<file path="config.mk">
export PLATFORM = sky130hd
export DESIGN_NAME = cbadc_modulator_fix_flat
export DESIGN_NICKNAME = d
export VERILOG_FILES = /design/src/rtl/cbadc_modulator_fix_pkg.sv /design/src/rtl/cbadc_modulator_fix_if.sv /design/src/rtl/cbadc_modulator_fix_stage.sv /design/src/rtl/cbadc_modulator_fix.sv /design/src/flat_wrapper.sv
export SDC_FILE = /design/constraint.sdc
export NUM_CORES = 1
export LEC_CHECK = 0
export BUFFER_PORTS_ARGS = -buffer_cell sky130_fd_sc_hd__buf_2
export CORE_AREA = 4 4 153 155
export CTS_CLUSTER_SIZE = 12
export DETAILED_ROUTE_END_ITERATION = 8
export DIE_AREA = 0 0 157 159
export PLACE_DENSITY = 0.74
export SLEW_MARGIN = 25
export SYNTH_ARGS = -nofsm -noshare
export SYNTH_HDL_FRONTEND = slang
export SYNTH_SLANG_ARGS = --single-unit
</file>
<file path="constraint.sdc">
create_clock -name clk -period 6.5 [get_ports clk]
set_input_delay 0.975 -clock clk [delete_from_list [all_inputs] [get_ports clk]]
set_output_delay 0.975 -clock clk [all_outputs]
set_load 0.03 [all_outputs]
</file>
<file path="src/rtl/cbadc_modulator_fix_pkg.sv">
// cbadc_mod_p: shared types, default parameters and helpers for the
// chain-of-integrators control-bounded ADC modulator.
//   mod_state_t : modulator FSM states (IDLE, RUN)
//   k_val()     : control step K = 2^(n_mant - beta_shift)
//   sat_w()     : width-generic two's-complement clamp
package cbadc_mod_p;

  localparam int N_DEF          = 3;
  localparam int N_INT_DEF      = 9;
  localparam int N_MANT_DEF     = 15;
  localparam int BETA_SHIFT_DEF = 3;
  localparam int HOLD_DEF       = 12;
  localparam int W_DEF          = N_INT_DEF + N_MANT_DEF + 1;

  typedef enum logic {IDLE, RUN} mod_state_t;

  // Control feedback magnitude: full scale scaled by the integrator gain.
  function automatic longint k_val(input int n_mant, input int beta_shift);
    k_val = longint'(1) << (n_mant - beta_shift);
  endfunction

  localparam longint K_DEF = k_val(N_MANT_DEF, BETA_SHIFT_DEF);

  // Clamp v into the signed range of a w-bit word. Callers keep w+2 <= 64
  // so the unclamped sum always fits the longint argument.
  function automatic longint sat_w(input longint v, input int w);
    longint hi;
    longint lo;
    hi = (longint'(1) << (w - 1)) - 1;
    lo = -(longint'(1) << (w - 1));
    if (v > hi)
      sat_w = hi;
    else if (v < lo)
      sat_w = lo;
    else
      sat_w = v;
  endfunction

endpackage

</file>
<file path="src/rtl/cbadc_modulator_fix_if.sv">
// Stream interface of the modulator.
//   u_in/u_valid/u_ready : sample input stream (ready/valid)
//   ctrl_out/ctrl_valid  : control-bit output stream to the CB filter
//   overflow/underrun    : sticky status flags
// modport slave is the modulator side, modport master the driving side.
interface cbadc_modulator_fix_if
  import cbadc_mod_p::*;
#(
  parameter int N = N_DEF,
  parameter int W = W_DEF
);
  logic signed [W-1:0] u_in;
  logic                u_valid;
  logic                u_ready;
  logic [N-1:0]        ctrl_out;
  logic                ctrl_valid;
  logic                overflow;
  logic                underrun;

  modport master (
    output u_in, u_valid,
    input  u_ready, ctrl_out, ctrl_valid, overflow, underrun
  );

  modport slave (
    input  u_in, u_valid,
    output u_ready, ctrl_out, ctrl_valid, overflow, underrun
  );
endinterface

</file>
<file path="src/rtl/cbadc_modulator_fix_stage.sv">
// fix_integrator_stage: one saturating integrator of the modulator chain.
//   clk, rst : clock, synchronous active-high reset
//   en       : update enable (integrator frozen when low)
//   x_in     : upstream signal (held sample or previous integrator state)
//   s        : control decision, 1 when x >= 0
//   x        : integrator state
//   sat      : this cycle's update is being clamped (only when en)
module fix_integrator_stage
  import cbadc_mod_p::*;
#(
  parameter int     W          = W_DEF,
  parameter int     BETA_SHIFT = BETA_SHIFT_DEF,
  parameter longint K          = K_DEF
) (
  input  logic                clk,
  input  logic                rst,
  input  logic                en,
  input  logic signed [W-1:0] x_in,
  output logic                s,
  output logic signed [W-1:0] x,
  output logic                sat
);

  localparam logic signed [W+1:0] K_EXT = (W+2)'(K);

  logic signed [W-1:0] x_reg;
  logic signed [W-1:0] x_next;
  logic signed [W-1:0] x_in_shifted;
  logic signed [W+1:0] sum;
  longint              sum_wide;
  longint              sum_clamped;

  assign x_in_shifted = x_in >>> BETA_SHIFT;
  assign s            = ~x_reg[W-1];
  assign x            = x_reg;

  // Two guard bits hold state + input + feedback without wrap before the clamp.
  always_comb begin
    sum = $signed({{2{x_reg[W-1]}}, x_reg})
        + $signed({{2{x_in_shifted[W-1]}}, x_in_shifted})
        - (s ? K_EXT : -K_EXT);
    sum_wide    = longint'(sum);
    sum_clamped = sat_w(sum_wide, W);
    x_next      = sum_clamped[W-1:0];
    sat         = en && (sum_clamped != sum_wide);
  end

  always_ff @(posedge clk) begin
    if (rst)
      x_reg <= '0;
    else if (en)
      x_reg <= x_next;
  end

endmodule

</file>
<file path="src/rtl/cbadc_modulator_fix.sv">
// cbadc_modulator_fix: bit-true chain-of-integrators control-bounded ADC
// modulator with zero-order hold of HOLD cycles on each input sample.
//   clk, rst : clock, synchronous active-high reset
//   bus      : slave side of cbadc_modulator_fix_if
//              (u_in/u_valid/u_ready in, ctrl_out/ctrl_valid out,
//               sticky overflow/underrun flags)
module cbadc_modulator_fix
  import cbadc_mod_p::*;
#(
  parameter int N          = N_DEF,
  parameter int N_INT      = N_INT_DEF,
  parameter int N_MANT     = N_MANT_DEF,
  parameter int BETA_SHIFT = BETA_SHIFT_DEF,
  parameter int HOLD       = HOLD_DEF
) (
  input logic                 clk,
  input logic                 rst,
  cbadc_modulator_fix_if.slave bus
);

  localparam int                W         = N_INT + N_MANT + 1;
  localparam longint            K         = k_val(N_MANT, BETA_SHIFT);
  localparam int                HC_W      = (HOLD > 1) ? $clog2(HOLD) : 1;
  localparam logic [HC_W-1:0]   HOLD_LAST = HC_W'(HOLD - 1);

  mod_state_t          state_reg;
  logic [HC_W-1:0]     hold_cnt_reg;
  logic signed [W-1:0] u_hold_reg;
  logic [N-1:0]        ctrl_reg;
  logic                ctrl_valid_reg;
  logic                overflow_reg;
  logic                underrun_reg;

  logic                run_en;
  logic                hold_last;
  logic [N-1:0]        s_vec;
  logic [N-1:0]        sat_vec;
  logic signed [W-1:0] x_arr [N];

  assign run_en    = (state_reg == RUN);
  assign hold_last = (hold_cnt_reg == HOLD_LAST);

  // Integrator chain: stage 0 integrates the held sample, stage n the
  // previous-cycle state of stage n-1.
  for (genvar gi = 0; gi < N; gi++) begin : g_stage
    logic signed [W-1:0] stage_in;
    if (gi == 0) begin : g_first
      assign stage_in = u_hold_reg;
    end else begin : g_next
      assign stage_in = x_arr[gi-1];
    end
    fix_integrator_stage #(
      .W(W), .BETA_SHIFT(BETA_SHIFT), .K(K)
    ) u_stage (
      .clk(clk), .rst(rst), .en(run_en), .x_in(stage_in),
      .s(s_vec[gi]), .x(x_arr[gi]), .sat(sat_vec[gi])
    );
  end

  // The last integrator's state drives only its own decision bit.
  logic unused_tail;
  assign unused_tail = &{1'b0, x_arr[N-1]};

  always_ff @(posedge clk) begin
    if (rst) begin
      state_reg      <= IDLE;
      hold_cnt_reg   <= '0;
      u_hold_reg     <= '0;
      ctrl_reg       <= '0;
      ctrl_valid_reg <= 1'b0;
      overflow_reg   <= 1'b0;
      underrun_reg   <= 1'b0;
    end else begin
      unique case (state_reg)
        IDLE: begin
          if (bus.u_valid) begin
            u_hold_reg   <= bus.u_in;
            hold_cnt_reg <= '0;
            state_reg    <= RUN;
          end
        end
        RUN: begin
          // Decision of the current x goes out with the update: ctrl lags x by one clk.
          ctrl_reg       <= s_vec;
          ctrl_valid_reg <= 1'b1;
          if (|sat_vec)
            overflow_reg <= 1'b1;
          if (hold_last) begin
            hold_cnt_reg <= '0;
            if (bus.u_valid)
              u_hold_reg <= bus.u_in;
            else
              underrun_reg <= 1'b1;
          end else begin
            hold_cnt_reg <= hold_cnt_reg + HC_W'(1);
          end
        end
        default: state_reg <= IDLE;
      endcase
    end
  end

  assign bus.u_ready    = ~rst & ((state_reg == IDLE) | ((state_reg == RUN) & hold_last));
  assign bus.ctrl_out   = ctrl_reg;
  assign bus.ctrl_valid = ctrl_valid_reg;
  assign bus.overflow   = overflow_reg;
  assign bus.underrun   = underrun_reg;

endmodule

</file>
<file path="src/flat_wrapper.sv">
// flat-port wrapper written by rule: the top's interface ports become plain ports
module cbadc_modulator_fix_flat import cbadc_mod_p::*;
#(
  parameter int N          = N_DEF,
  parameter int N_INT      = N_INT_DEF,
  parameter int N_MANT     = N_MANT_DEF,
  parameter int BETA_SHIFT = BETA_SHIFT_DEF,
  parameter int HOLD       = HOLD_DEF
)
  (clk, rst, bus_u_in, bus_u_valid, bus_u_ready, bus_ctrl_out, bus_ctrl_valid, bus_overflow, bus_underrun);
  cbadc_modulator_fix_if #(.N(N), .W((25))) bus_i ();
  input logic clk;
  input logic rst;
  input wire logic [$bits(bus_i.u_in)-1:0] bus_u_in;
  input wire logic [$bits(bus_i.u_valid)-1:0] bus_u_valid;
  output wire logic [$bits(bus_i.u_ready)-1:0] bus_u_ready;
  output wire logic [$bits(bus_i.ctrl_out)-1:0] bus_ctrl_out;
  output wire logic [$bits(bus_i.ctrl_valid)-1:0] bus_ctrl_valid;
  output wire logic [$bits(bus_i.overflow)-1:0] bus_overflow;
  output wire logic [$bits(bus_i.underrun)-1:0] bus_underrun;
  assign bus_i.u_in = bus_u_in;
  assign bus_i.u_valid = bus_u_valid;
  assign bus_u_ready = bus_i.u_ready;
  assign bus_ctrl_out = bus_i.ctrl_out;
  assign bus_ctrl_valid = bus_i.ctrl_valid;
  assign bus_overflow = bus_i.overflow;
  assign bus_underrun = bus_i.underrun;
  cbadc_modulator_fix #(.N(N), .N_INT(N_INT), .N_MANT(N_MANT), .BETA_SHIFT(BETA_SHIFT), .HOLD(HOLD)) u_core (.clk(clk), .rst(rst), .bus(bus_i));
endmodule
</file>
==> results.yml, run 1 <==
clock_network:
  ctsHoldBuffers: 0
  tritoncts: "built"
  path_clk_slew_ns: 0.09
  postCtsSetupBuffers: 0
  clock_sinks: 108
  htreeDepth: 3
  numCtsBuffers: 9
  cts-resized-gates: 0
  clk-insertion-delay-late_ns: 0.38
  clock_path_buffers: 2
  cts_root_buf: "clkbuf_16"
global_route:
  grt_max_degree: 67
  grt_antenna_before_repair: 2
  grt_remaining_overflow: 0
  grt_pass1_wl_um: 45600
  grt_usage_pct: 21.9
  grt_pass1_vias: 9457
routing:
  routed_via_density: 5.85
  drtAntennaViolNets: 0
  wirelength_um: 27200
  num_vias: 9999
  routed.top_layer: "met4"
  met2_length_um: 12700
  drt_first_iter_violations: 707
  route.met3.wl_um: 1240
  post_drt_wl_per_cell_um: 15.9
  drcViolationCount: 0
  wl_met1_um: 12500
  first_pass_iters: 6
setup_path:
  path_class: "reg2reg"
  critPathMaxFanout: 8
  cp-end-kind: "register"
  rrSetupSlack_ns: 0.51
  required_ns: 6.73
  cp-start-kind: "register"
  cp_data_arrival_time_ns: 6.22
die:
  die_h_um: 159
  placeableCoreArea_sq_mm: 0.0218
  start_util_pct: 50.0
  num_rows: 54
  dieArea_sq_mm: 0.0250
  io_pins: 35
  die_w_um: 157
finish:
  syn2layout_area_growth_pct: 5.96
  multi_input_area_sq_mm: 0.00760
  register_area_sq_mm: 0.00216
  largest_reg_flops: 75
  nets: 1600
  final_core_util_pct: 53.0
  antenna_cells: 0
  drive_gt1_share_pct: 8.19
  fillers: 2112
timing:
  rsz0062_at_grt: "false"
  fmax_ghz: 0.167
  report.final.slew_viol_count: 0
  period_share_pct: 92.1
  finalCriticalPeriod_ns: 5.99
  hold_viol_final: 0
  finClkSkew_ns: 0.0121
  max_slew_margin_pct: 41.9
  setup_viol: 0
  worstMarginPinSlew_ns: 0.869
  setup_tns_ns: 0
yosys:
  yosysSeqAreaShare_pct: 19.8
  ys_warn_count: 0
  syn_nets: 1611
  yosys_register_bits: 108
  syn_avg_cell_area_sq_um: 7.61
  yosys.cell_types.count: 83
  synth_async_sr_flop_share_pct: 0
  netlist_instances: 1435
  synth_edf_count: 0
  syn-cell-area_sq_mm: 0.0109
  synthFlopType: "dfxtp_1"
placement:
  gp_congestion: 0.917
  io_buffer_count: 31
  hpwl_um: 20800
outcome:
  outcome: "finished clean"
hold_path:
  min_path_type: "reg2reg"
job:
  maxCapViolations: 0
-- worst max-delay path, cell delays in order, from the launching register on --
cell and delay [ns]:
dfxtp_1 0.32, inv_1 0.31, fa_1 0.49, ha_1 0.44
nand4_1 0.21, o41ai_4 0.52, a31oi_4 0.17, xnor2_2 0.29
mux2_2 0.38, ha_1 0.29, or4b_1 0.53, or4_1 0.42
nor3_1 0.22, nand4b_1 0.18, nor4_1 0.35, nand4b_1 0.14
a221oi_1 0.43, a211oi_1 0.14
-- synth_stat cells (all sizes together) (8+ instances only) --
cell | number | area (sq um)
or3 | 15 | 93.8
o211ai | 17 | 128
xor2 | 18 | 158
nand2 | 125 | 469
xnor2 | 29 | 262
nor2 | 86 | 325
nor3 | 18 | 90.1
fa | 33 | 661
a221oi | 49 | 485
clkbuf | 50 | 188
ha | 115 | 1440
o21ai | 60 | 304
a31oi | 14 | 103
o21a | 13 | 105
a311oi | 23 | 201
dfxtp | 108 | 2160
o31ai | 8 | 60.1
and3 | 9 | 56.3
nand2b | 46 | 288
or2 | 21 | 131
a21oi | 111 | 563
a211oi | 18 | 150
nand4 | 17 | 106
nand3 | 29 | 145
buf | 10 | 62.6
a21o | 24 | 180
inv | 245 | 920
-- cell usage in the layout, fill, tap and decap left out, types with 13 or more instances in the layout --
| cell type | count |
|---|---|
| a211oi_1 | 15 |
| a21o_1 | 24 |
| a21oi_1 | 108 |
| a221oi_1 | 40 |
| a311oi_1 | 23 |
| a31oi_1 | 13 |
| buf_2 | 30 |
| dfxtp_1 | 107 |
| fa_1 | 33 |
| ha_1 | 115 |
| inv_1 | 244 |
| nand2_1 | 125 |
| nand2b_1 | 46 |
| nand3_1 | 29 |
| nand4_1 | 17 |
| nor2_1 | 85 |
| nor3_1 | 18 |
| o211ai_1 | 17 |
| o21ai_0 | 55 |
| or2_2 | 21 |
| or3_1 | 15 |
| xnor2_1 | 28 |
| xor2_1 | 18 |
-- logic make-up (layout without fill, tap and decap cells) --
family / Yosys count / count (layout) / share of synthesized area, %
compound gates: 396 / 396 / 26.0
xor+xnor: 47 / 47 / 3.84
fa+ha+maj: 148 / 148 / 19.2
buf+inv: 307 / 301 / 10.8
flops: 108 / 108 / 19.8
mux: 11 / 11 / 1.05
simple gates: 418 / 418 / 19.3
-- routing by layer --
| layer | vias up | track usage (%) |
|---|---|---|
| met5 | - | 0 |
| met4 | 0 | 6.47 |
| met2 | 267 | 35.7 |
| li1 | 4993 | - |
| met1 | 4689 | 30.0 |
| met3 | 50 | 3.15 |
-- path summary, 6_finish.rpt --
check             depth (start not counted)                             end                             from
setup / recovery                         17             u_core.bus.overflow  u_core.g_stage[1].u_stage.x[24]
hold / removal                            2  u_core.g_stage[0].stage_in[14]   u_core.g_stage[0].stage_in[14]
setup reg to reg                         17             u_core.bus.overflow  u_core.g_stage[1].u_stage.x[24]
hold reg to reg                           2  u_core.g_stage[0].stage_in[14]   u_core.g_stage[0].stage_in[14]
-- per-stage QoR --
stage | hold WS, ns | instances | setup WS, ns | cell area, sq um
global placement | 0.443 | 1693 | 0.748 | 11200
finish | 0.459 | 1709 | 0.512 | 11600
CTS | 0.462 | 1709 | 0.611 | 11600
floorplan | 0.436 | 1435 | 0.862 | 10900
detailed placement | 0.449 | 1693 | 0.650 | 11200
global route | 0.476 | 1709 | 0.178 | 11600
-- cell type report --
class,count,area share [%]
Tap cell,280,3.03
Clock buffer,9,1.95
Sequential cell,108,18.7
Timing Repair Buffer,38,1.82
Inverter,247,8.01
Multi-Input combinational cell,1020,65.7
Clock inverter,7,0.789
Power of run 1 is left out: the tool's default activity adds up to more than one toggle a clock period on the data nets, which glitch-free logic cannot reach.
==> run 2: changes to the inputs <==
- clock period: 6.5 -> 6.41 ns (I/O delays scaled with it)
==> run 2 against run 1 <==
Against the previous run: sequential cell count is the same; register-to-register slack worse by 0.09 ns; cell count is essentially flat; fmax about the same; cell area about the same; die area did not move; largest cell class unchanged; highest routed layer unchanged.
==> results.yml, run 2 (synthesized netlist as in run 1, its figures left out) <==
outcome:
  outcome: "finished clean"
setup_path:
  cp_data_arrival_time_ns: 6.21
  rrSetupSlack_ns: 0.42
  cp-start-kind: "register"
  regToRegStartpoint: "u_core.g_stage[1].u_stage.x[24]"
  cp-end-kind: "register"
  required_ns: 6.63
  worst-r2r-cell-count: 18
  critPathMaxFanout: 10
  path_class: "reg2reg"
  rr_endpoint: "u_core.bus.overflow"
clock_network:
  ctsHoldBuffers: 0
  postCtsSetupBuffers: 0
  cts-resized-gates: 0
  cts_root_buf: "clkbuf_16"
  clock_path_buffers: 2
  tritoncts: "built"
  clock_sinks: 108
  path_clk_slew_ns: 0.08
  clk-insertion-delay-late_ns: 0.37
  htreeDepth: 3
  numCtsBuffers: 9
hold_path:
  min_path_type: "reg2reg"
  holdPathStages: 2
  hold_start: "u_core.g_stage[0].stage_in[22]"
  hold_end: "u_core.g_stage[0].stage_in[22]"
placement:
  place_area_sq_mm: 0.0112
  io_buffer_count: 31
  hpwl_um: 20900
  gp_congestion: 0.904
timing:
  period_share_pct: 93.5
  fmax_ghz: 0.167
  finalCriticalPeriod_ns: 5.99
  setup_tns_ns: 0
  rsz0062_at_grt: "false"
  report.final.slew_viol_count: 0
  hold_viol_final: 0
  setup_viol: 0
  max_slew_margin_pct: 42.3
  worstMarginPinSlew_ns: 0.864
  finClkSkew_ns: 0.0104
finish:
  drive_gt1_share_pct: 8.25
  nets: 1601
  antenna_cells: 0
  final_cell_area_sq_mm: 0.0116
  layout_common_cells: "inv_1 (244), nand2_1 (125), ha_1 (115), a21oi_1 (108), dfxtp_1 (107)"
  largest_reg_flops: 75
  fillers: 2108
  final_common_cell: "inv_1"
  syn2layout_area_growth_pct: 6.03
die:
  dieArea_sq_mm: 0.0250
  placeableCoreArea_sq_mm: 0.0218
  die_h_um: 159
  start_util_pct: 50.0
  num_rows: 54
  io_pins: 35
  die_w_um: 157
global_route:
  grt_usage_pct: 21.5
  grt_antenna_before_repair: 1
  grt_pass1_wl_um: 45000
  grt_max_degree: 72
  grt_pass1_vias: 9270
  grt_remaining_overflow: 0
routing:
  met2_length_um: 12800
  drt_first_iter_violations: 640
  routed.top_layer: "met4"
  route.met3.wl_um: 1300
  wirelength_um: 26900
  wl_met1_um: 12400
  drcViolationCount: 0
  drtAntennaViolNets: 0
  first_pass_iters: 5
  num_vias: 9911
  post_drt_wl_per_cell_um: 15.7
  routed_via_density: 5.80
job:
  maxCapViolations: 0
==> run 2: cell types whose count changed in the layout (fill, tap and decap cells not counted), sizes merged <==
cell,change
buf,+1
==> run 2: how the worst max path moves through the flow <==
stage | from | endpoint | slack (ns) | depth (start not counted)
floorplan | u_core.g_stage[1].u_stage.x[24] | u_core.bus.overflow | 0.77 | 19
global placement | u_core.g_stage[1].u_stage.x[24] | u_core.bus.overflow | 0.59 | 20
detailed placement | u_core.g_stage[1].u_stage.x[24] | u_core.bus.overflow | 0.52 | 20
CTS | u_core.g_stage[1].u_stage.x[24] | u_core.bus.overflow | 0.49 | 20
global route | u_core.g_stage[1].u_stage.x[24] | u_core.bus.overflow | 0.07 | 20
finish | u_core.g_stage[1].u_stage.x[24] | u_core.bus.overflow | 0.42 | 18
==> run 2: layout make-up <==
class | count | area, sq um | area share [%]
repair buffers | 39 | 218 | 1.88
clock inverters | 7 | 91.3 | 0.789
flip-flops and latches | 108 | 2160 | 18.7
well taps | 280 | 350 | 3.03
inverters | 247 | 927 | 8.01
clock buffers | 9 | 225 | 1.95
multi-input cells | 1020 | 7600 | 65.7
==> run 2: through the flow <==
step / cells / setup WS, ns / hold WS [ns] / utilization (%)
after CTS: 1710 / 0.489 / 0.459 / 53.0
after floorplan: 1435 / 0.772 / 0.436 / -
after global placement: 1694 / 0.585 / 0.443 / 51.5
final: 1710 / 0.418 / 0.457 / 53.1
after detailed placement: 1694 / 0.515 / 0.447 / 51.5
after global routing: 1710 / 0.0684 / 0.479 / 53.1
==> run 2: worst max-delay path: stages, from the launching register on <==
cell,delay (ns)
dfxtp_1,0.40
buf_4,0.24
fa_1,0.52
inv_1,0.05
ha_1,0.37
nand2_1,0.19
o41ai_4,0.57
a31oi_4,0.17
xnor2_2,0.28
mux2_2,0.39
ha_1,0.28
or4b_1,0.50
or4_1,0.41
nor3_1,0.24
nand4b_1,0.18
nor4_1,0.36
nand4b_1,0.15
a221oi_1,0.40
a211oi_1,0.14
==> run 2: layer usage <==
| layer | track usage (%) | vias to the layer above |
|---|---|---|
| met5 | 0 | - |
| met4 | 5.05 | 0 |
| met3 | 2.91 | 30 |
| met2 | 35.6 | 250 |
| met1 | 29.7 | 4643 |
| li1 | - | 4988 |
Power of run 2 is left out for the same reason.
